### src/rtl/alu_issue_pkg.sv
// alu_issue_pkg: shared types and constants for the ALU issue stage.
// Holds the func codes, field widths, instruction layout, issue-state enum
// and small func-decoding helpers.
package alu_issue_pkg;

   localparam int FUNC_W  = 4;
   localparam int REG_W   = 4;
   localparam int ADDR_W  = 8;
   localparam int INSTR_W = FUNC_W + 3 * REG_W + ADDR_W;

   localparam logic [FUNC_W-1:0] F_ADD   = 4'd0;
   localparam logic [FUNC_W-1:0] F_SUB   = 4'd1;
   localparam logic [FUNC_W-1:0] F_MUL   = 4'd2;
   localparam logic [FUNC_W-1:0] F_PASSA = 4'd3;
   localparam logic [FUNC_W-1:0] F_PASSB = 4'd4;
   localparam logic [FUNC_W-1:0] F_AND   = 4'd5;
   localparam logic [FUNC_W-1:0] F_OR    = 4'd6;
   localparam logic [FUNC_W-1:0] F_XOR   = 4'd7;
   localparam logic [FUNC_W-1:0] F_NEGA  = 4'd8;
   localparam logic [FUNC_W-1:0] F_NEGB  = 4'd9;
   localparam logic [FUNC_W-1:0] F_SHR   = 4'd10;
   localparam logic [FUNC_W-1:0] F_SHL   = 4'd11;

   typedef struct packed {
      logic [FUNC_W-1:0] func;
      logic [REG_W-1:0]  rs1;
      logic [REG_W-1:0]  rs2;
      logic [REG_W-1:0]  rd;
      logic [ADDR_W-1:0] addr;
   } instr_t;

   typedef enum logic [1:0] {
      ST_IDLE,
      ST_RUN,
      ST_STALL
   } state_t;

   // True for funcs that read operand B, so rs2 takes part in hazard checks.
   function automatic logic uses_b(input logic [FUNC_W-1:0] f);
      case (f)
         F_ADD, F_SUB, F_MUL, F_PASSB, F_AND, F_OR, F_XOR, F_NEGB: return 1'b1;
         default: return 1'b0;
      endcase
   endfunction

   // True for func codes in the ALU operation set (ADD through SHL).
   function automatic logic is_legal(input logic [FUNC_W-1:0] f);
      return (f <= F_SHL);
   endfunction

endpackage

### src/rtl/alu_issue_if.sv
// alu_issue_if: valid/ready instruction channel into the issue queue.
// master drives instructions, slave (the issue stage) returns ready.
interface alu_issue_if;
   import alu_issue_pkg::*;

   logic               in_valid;
   logic               in_ready;
   logic [INSTR_W-1:0] in_instr;

   modport master (output in_valid, output in_instr, input in_ready);
   modport slave  (input in_valid, input in_instr, output in_ready);

endinterface

### src/rtl/alu_issue_fifo.sv
// alu_issue_fifo: power-of-two instruction queue with combinational head.
// Pointers wrap naturally at DEPTH; storage itself is never reset.
module alu_issue_fifo
   import alu_issue_pkg::*;
#(
   parameter int DEPTH = 4
) (
   input  logic                   clk,
   input  logic                   rst,
   input  logic                   push,
   input  instr_t                 push_data,
   input  logic                   pop,
   output instr_t                 head,
   output logic [$clog2(DEPTH):0] count
);

   localparam int PTR_W = $clog2(DEPTH);

   instr_t           mem [DEPTH];
   logic [PTR_W-1:0] wr_ptr;
   logic [PTR_W-1:0] rd_ptr;

   assign head = mem[rd_ptr];

   // Entry storage: written on push only.
   always_ff @(posedge clk) begin
      if (push) begin
         mem[wr_ptr] <= push_data;
      end
   end

   // Read/write pointers and occupancy.
   always_ff @(posedge clk) begin
      if (rst) begin
         wr_ptr <= '0;
         rd_ptr <= '0;
         count  <= '0;
      end else begin
         if (push) begin
            wr_ptr <= wr_ptr + 1'b1;
         end
         if (pop) begin
            rd_ptr <= rd_ptr + 1'b1;
         end
         case ({push, pop})
            2'b10:   count <= count + 1'b1;
            2'b01:   count <= count - 1'b1;
            default: ;
         endcase
      end
   end

endmodule

### src/rtl/alu_issue.sv
// alu_issue: in-order issue stage in front of the ALU pipeline.
// Queues instructions, stalls the head on read-after-write hazards against
// the last HAZ_WIN issued rd values, discards illegal funcs with a sticky
// error, and registers the issued fields onto the outputs.
// Optional macro ALU_ISSUE_STATS_EN adds saturating issue/stall counters.
module alu_issue
   import alu_issue_pkg::*;
#(
   parameter int DEPTH   = 4,
   parameter int HAZ_WIN = 2
) (
   input  logic                   clk,
   input  logic                   rst,
   input  logic                   hold,
   alu_issue_if.slave             in_if,
   output logic [FUNC_W-1:0]      func,
   output logic [REG_W-1:0]       rs1,
   output logic [REG_W-1:0]       rs2,
   output logic [REG_W-1:0]       rd,
   output logic [ADDR_W-1:0]      addr,
   output logic                   issue_valid,
   output logic                   err_illegal,
   output logic [$clog2(DEPTH):0] q_count
`ifdef ALU_ISSUE_STATS_EN
   ,
   output logic [15:0]            stat_issued,
   output logic [15:0]            stat_stall
`endif
);

   localparam int              CNT_W   = $clog2(DEPTH) + 1;
   localparam logic [CNT_W-1:0] DEPTH_C = CNT_W'(DEPTH);

   instr_t           push_data;
   instr_t           head;
   logic             push;
   logic             pop;
   logic             issue;
   logic             hazard;
   state_t           state;
   logic [REG_W-1:0] sb_rd  [HAZ_WIN];
   logic             sb_vld [HAZ_WIN];

   // Ready depends only on occupancy, never on a same-cycle pop.
   assign in_if.in_ready = (q_count < DEPTH_C);
   assign push_data      = instr_t'(in_if.in_instr);
   assign push           = in_if.in_valid && in_if.in_ready;

   alu_issue_fifo #(.DEPTH(DEPTH)) u_fifo (
      .clk       (clk),
      .rst       (rst),
      .push      (push),
      .push_data (push_data),
      .pop       (pop),
      .head      (head),
      .count     (q_count)
   );

   // Head operands against every rd still in flight in the ALU pipeline.
   always_comb begin
      hazard = 1'b0;
      for (int i = 0; i < HAZ_WIN; i++) begin
         if (sb_vld[i] && ((sb_rd[i] == head.rs1) ||
                           (uses_b(head.func) && (sb_rd[i] == head.rs2)))) begin
            hazard = 1'b1;
         end
      end
   end

   // Issue state, re-evaluated every cycle from occupancy, hazard and hold.
   always_comb begin
      if (q_count == '0) begin
         state = ST_IDLE;
      end else if (hazard || hold) begin
         state = ST_STALL;
      end else begin
         state = ST_RUN;
      end
   end

   // RUN always pops; only a legal func actually issues.
   assign pop   = (state == ST_RUN);
   assign issue = pop && is_legal(head.func);

   // Scoreboard of recently issued rd values, shifted every cycle.
   always_ff @(posedge clk) begin
      if (rst) begin
         for (int i = 0; i < HAZ_WIN; i++) begin
            sb_vld[i] <= 1'b0;
            sb_rd[i]  <= '0;
         end
      end else begin
         for (int i = HAZ_WIN - 1; i > 0; i--) begin
            sb_vld[i] <= sb_vld[i-1];
            sb_rd[i]  <= sb_rd[i-1];
         end
         sb_vld[0] <= issue;
         sb_rd[0]  <= head.rd;
      end
   end

   // Registered issue outputs and sticky illegal-func flag.
   always_ff @(posedge clk) begin
      if (rst) begin
         issue_valid <= 1'b0;
         err_illegal <= 1'b0;
         func        <= '0;
         rs1         <= '0;
         rs2         <= '0;
         rd          <= '0;
         addr        <= '0;
      end else begin
         issue_valid <= 1'b0;
         case (state)
            ST_RUN: begin
               if (is_legal(head.func)) begin
                  issue_valid <= 1'b1;
                  func        <= head.func;
                  rs1         <= head.rs1;
                  rs2         <= head.rs2;
                  rd          <= head.rd;
                  addr        <= head.addr;
               end else begin
                  err_illegal <= 1'b1;
               end
            end
            default: ;
         endcase
      end
   end

`ifdef ALU_ISSUE_STATS_EN
   // Increment that sticks at all-ones.
   function automatic logic [15:0] sat_inc(input logic [15:0] v, input logic en);
      return (en && (v != 16'hFFFF)) ? v + 16'd1 : v;
   endfunction

   // Issue and hazard-stall counters (stalls caused by hold are not counted).
   always_ff @(posedge clk) begin
      if (rst) begin
         stat_issued <= '0;
         stat_stall  <= '0;
      end else begin
         stat_issued <= sat_inc(stat_issued, issue);
         stat_stall  <= sat_inc(stat_stall, (state == ST_STALL) && !hold);
      end
   end
`endif

endmodule
### src/flat_wrapper.sv
// flat-port wrapper written by rule: the top's interface ports become plain ports
module alu_issue_flat import alu_issue_pkg::*;
#(
   parameter int DEPTH   = 4,
   parameter int HAZ_WIN = 2
)
  (clk, rst, hold, func, rs1, rs2, rd, addr, issue_valid, err_illegal, q_count, in_if_in_valid, in_if_in_instr, in_if_in_ready);
  alu_issue_if in_if_i ();
  input  logic clk;
  input  logic rst;
  input  logic hold;
  output logic [FUNC_W-1:0] func;
  output logic [REG_W-1:0] rs1;
  output logic [REG_W-1:0] rs2;
  output logic [REG_W-1:0] rd;
  output logic [ADDR_W-1:0] addr;
  output logic issue_valid;
  output logic err_illegal;
  output logic [$clog2(DEPTH):0] q_count;
  input wire logic [$bits(in_if_i.in_valid)-1:0] in_if_in_valid;
  input wire logic [$bits(in_if_i.in_instr)-1:0] in_if_in_instr;
  output wire logic [$bits(in_if_i.in_ready)-1:0] in_if_in_ready;
  assign in_if_i.in_valid = in_if_in_valid;
  assign in_if_i.in_instr = in_if_in_instr;
  assign in_if_in_ready = in_if_i.in_ready;
  alu_issue #(.DEPTH(DEPTH), .HAZ_WIN(HAZ_WIN)) u_core (.clk(clk), .rst(rst), .hold(hold), .in_if(in_if_i), .func(func), .rs1(rs1), .rs2(rs2), .rd(rd), .addr(addr), .issue_valid(issue_valid), .err_illegal(err_illegal), .q_count(q_count));
endmodule
### config.mk
export PLATFORM = sky130hd
export DESIGN_NAME = alu_issue_flat
export DESIGN_NICKNAME = d
export VERILOG_FILES = /design/src/rtl/alu_issue_pkg.sv /design/src/rtl/alu_issue_if.sv /design/src/rtl/alu_issue_fifo.sv /design/src/rtl/alu_issue.sv /design/src/flat_wrapper.sv
export SDC_FILE = /design/constraint.sdc
export NUM_CORES = 1
export LEC_CHECK = 0
export BUFFER_PORTS_ARGS = -buffer_cell sky130_fd_sc_hd__buf_2
export CAP_MARGIN = 10
export CORE_MARGIN = 1
export CORE_UTILIZATION = 62
export DETAILED_ROUTE_END_ITERATION = 12
export PLACE_DENSITY = 0.84
export SLEW_MARGIN = 20
export SYNTH_ARGS = -nofsm -noshare
export SYNTH_HDL_FRONTEND = slang
export SYNTH_SLANG_ARGS = --single-unit
export TNS_END_PERCENT = 30
### constraint.sdc
create_clock -name clk -period 5.8 [get_ports clk]
set_input_delay 0.58 -clock clk [delete_from_list [all_inputs] [get_ports clk]]
set_output_delay 0.58 -clock clk [all_outputs]
set_load 0.05 [all_outputs]
==> results.cfg <==
[finish]
diodes = 0
nets = 415
fin_util_pct = 76.5
n_fill_cell = 470
drive_gt1_share_pct = 31.5
syn2layout_area_growth_pct = 18.6
final_area_mm2 = 0.00635
stdcell_count = 499

[outcome]
status = finished clean

[min_path]
hold_end = u_core.u_fifo.mem[3][17]
min_from = in_if_in_instr[17]
min_path_cells = 1
hp-class = in -> reg

[clock_tree]
clock_sinks = 141
clk_latency_ps = 520
post_cts_buffers = 0
cts_max_level = 4
clockRootBuffer = clkbuf_8
cts_buffers = 17
path_clk_slew_ps = 60
postCtsHoldBufs = 0
cts_tree = yes
cts_buffer_depth = 2
cts_resized = 0

[floorplan]
dieArea_mm2 = 0.00901
die_x_um = 94.9
core_area_mm2 = 0.00830
start_util_pct = 64.5
die_height_um = 94.9
num_rows = 33
io_pins = 58

[logic_synthesis]
ys_types = 32
syn_area_mm2 = 0.00536
syn_nets = 346
syn_area_per_cell_um2 = 17.2
synth_seq_cells = 141
yosysTopAreaCell = edfxtp_1
synth.top_cell.area_share_pct = 53.8
netlist_top_cells_area = edfxtp_1 54%, dfxtp_1 17%, mux4_2 10%
yosysSeqAreaShare_pct = 70.7
yosys_warnings = 0
netlist_instances = 312

[detailed_routing]
dr.pass1.iters = 4
antenna_left = 0
drt_iter0_drc = 236
routedWlPerCell_um = 19.7
avgViaCountPerCell = 5.73
wirelength_um = 9830
vias = 2860
drc_errors = 0

[sta]
period_needed_ps = 3740
whs_ps = 272
setup_viol = 0
finClkSkew_ps = 11.4
setup_ws_ps = 2060
slew_viol_final = 0
rsz0062_at_grt = false
slew_headroom_pct = 40.8
setup_tns_ps = 0
final_hold_viol_count = 0
worst_slew_pin_slew_ps = 889
min_period_over_period_pct = 64.4
timing.fmax_mhz = 268

[global_route]
grt_pass1_vias = 2984
antenna_found_initial = 0
grt_first_pass_wirelength_um = 15400
grt_max_degree = 45
grt.total_usage_pct = 24.5
grt-ovfl-total = 0

[worst_setup_path]
criticalPathCategory = reg -> reg
cp_max_fo = 24
r2r-end = u_core.u_fifo.count[2]
ff2ff_setup_slack_ps = 2060
cp_data_required_time_ps = 6230
worstSetupEndpointType = flop
cp-start-kind = flop
worstPathArrival_ps = 4170
r2r_cells = 11

[placement]
io_buffer_count = 57
pre_cts_ws_ps = 2010
placed_area_mm2 = 0.00574
gp_congestion = 0.776
dp.cells = 467
hpwl_um = 5620

[pwr]
p_leak_nw = 2.30
power_mw = 3.67
powerDensity_mw_per_mm2 = 577
peakVddDrop_mv = 0.284

[run]
maxCapViolCount = 0
state kept, by name, summed over array words and instances, names as in the netlist, named ones only:
signal and flops:
u_core.sb_vld 2, u_core.u_fifo.mem 96, u_core.rs1 4, u_core.sb_rd 8
u_core.u_fifo.count 3, u_core.u_fifo.wr_ptr 2, u_core.u_fifo.rd_ptr 2, u_core.issue_valid 1
u_core.func 4, u_core.addr 8, u_core.rs2 4, u_core.err_illegal 1
u_core.rd 4
where the power goes:
group | total, mW | switching, mW | internal (mW)
Combinational | 1.16 | 0.733 | 0.427
Clock | 1.11 | 0.407 | 0.700
Sequential | 1.40 | 0.123 | 1.28
Total | 3.67 | 1.26 | 2.40
area by class of cell:
class,count,area [um2],share of cell area (%)
well taps,105,131,2.07
clock buffers,18,418,6.58
repair buffers,63,330,5.20
multi-input cells,147,1450,22.8
flip-flops and latches,141,3780,59.6
clock inverters,14,194,3.05
inverters,11,41.3,0.650
worst max-delay path by stage:
| stage | from | to | slack (ps) | cells after the start |
|---|---|---|---|---|
| 2_1_floorplan | flop | u_core.u_fifo.count[2] | 2750 | 13 |
| 3_3_place_gp | flop | u_core.u_fifo.count[2] | 2080 | 11 |
| 3_5_place_dp | flop | u_core.u_fifo.count[2] | 2010 | 11 |
| 4_1_cts | flop | u_core.u_fifo.count[2] | 1960 | 11 |
| 5_1_grt | flop | u_core.u_fifo.count[2] | 1730 | 11 |
| 6_report | flop | u_core.u_fifo.count[2] | 2060 | 11 |
worst max-delay path, cell delays in order, from the launching register on:
cell and delay, ps:
dfxtp_2 910, mux4_2 620, nand2b_1 180, mux2_4 230, o211ai_2 150, a21oi_2 290, ha_1 240, inv_1 60
fa_1 370, xor2_1 160, or3_1 300, a21oi_1 130
cell usage after synthesis:
| cell type | instances |
|---|---|
| a21oi_2 | 1 |
| a211oi_1 | 1 |
| xor2_1 | 2 |
| a21oi_1 | 5 |
| fa_1 | 1 |
| xnor2_1 | 19 |
| buf_6 | 4 |
| buf_1 | 2 |
| nor3b_1 | 1 |
| buf_2 | 1 |
| nor2b_1 | 11 |
| ha_1 | 5 |
| edfxtp_1 | 96 |
| dfxtp_1 | 45 |
| a211oi_4 | 1 |
| nand4_1 | 3 |
| nor2_1 | 34 |
| o211ai_2 | 1 |
| mux2i_1 | 22 |
| or3_1 | 2 |
| nand3_1 | 1 |
| clkbuf_1 | 6 |
| mux2_4 | 1 |
| nand2b_1 | 2 |
| nor3_1 | 1 |
| o21ai_0 | 1 |
| a221oi_1 | 1 |
| inv_1 | 11 |
| nand2_1 | 1 |
| o32ai_4 | 1 |
| and2_1 | 5 |
| mux4_2 | 24 |
layout by cell type (no fill, tap or decap):
cell / n
clkinv_2: 3
or3_1: 2
nand4_1: 3
inv_6: 2
mux4_2: 24
a21oi_2: 1
xor2_1: 2
nand2_1: 1
nor2b_1: 11
o32ai_4: 1
bufinv_16: 4
clkinv_4: 3
dfxtp_1: 44
ha_1: 5
and2_1: 5
edfxtp_1: 96
mux2i_1: 22
clkinvlp_4: 2
o211ai_2: 1
inv_1: 11
nor3_1: 1
fa_1: 1
a211oi_4: 1
a211oi_1: 1
a221oi_1: 1
clkbuf_16: 16
buf_2: 57
o21ai_0: 1
nor3b_1: 1
buf_4: 6
dfxtp_2: 1
xnor2_1: 19
a21oi_1: 5
clkbuf_1: 1
clkbuf_8: 1
nand3_1: 1
nand2b_1: 2
mux2_4: 1
nor2_1: 34
cell families after synthesis:
group	synth area share, %
and+or+nand+nor	5.47
adders and majority gates	1.54
AOI/OAI and AO/OA	2.15
buffers and inverters	2.27
muxes	14.5
DFF	70.7
xor gates and xnor gates	3.43
routing by layer:
| layer | track usage, % | share of wire (%) |
|---|---|---|
| met1 | 32.0 | 42 |
| met2 | 39.7 | 51 |
| met3 | 6.20 | 5.4 |
| met4 | 9.47 | 1.2 |
| met5 | 0 | 0 |
(Power assumes the default switching activity.)
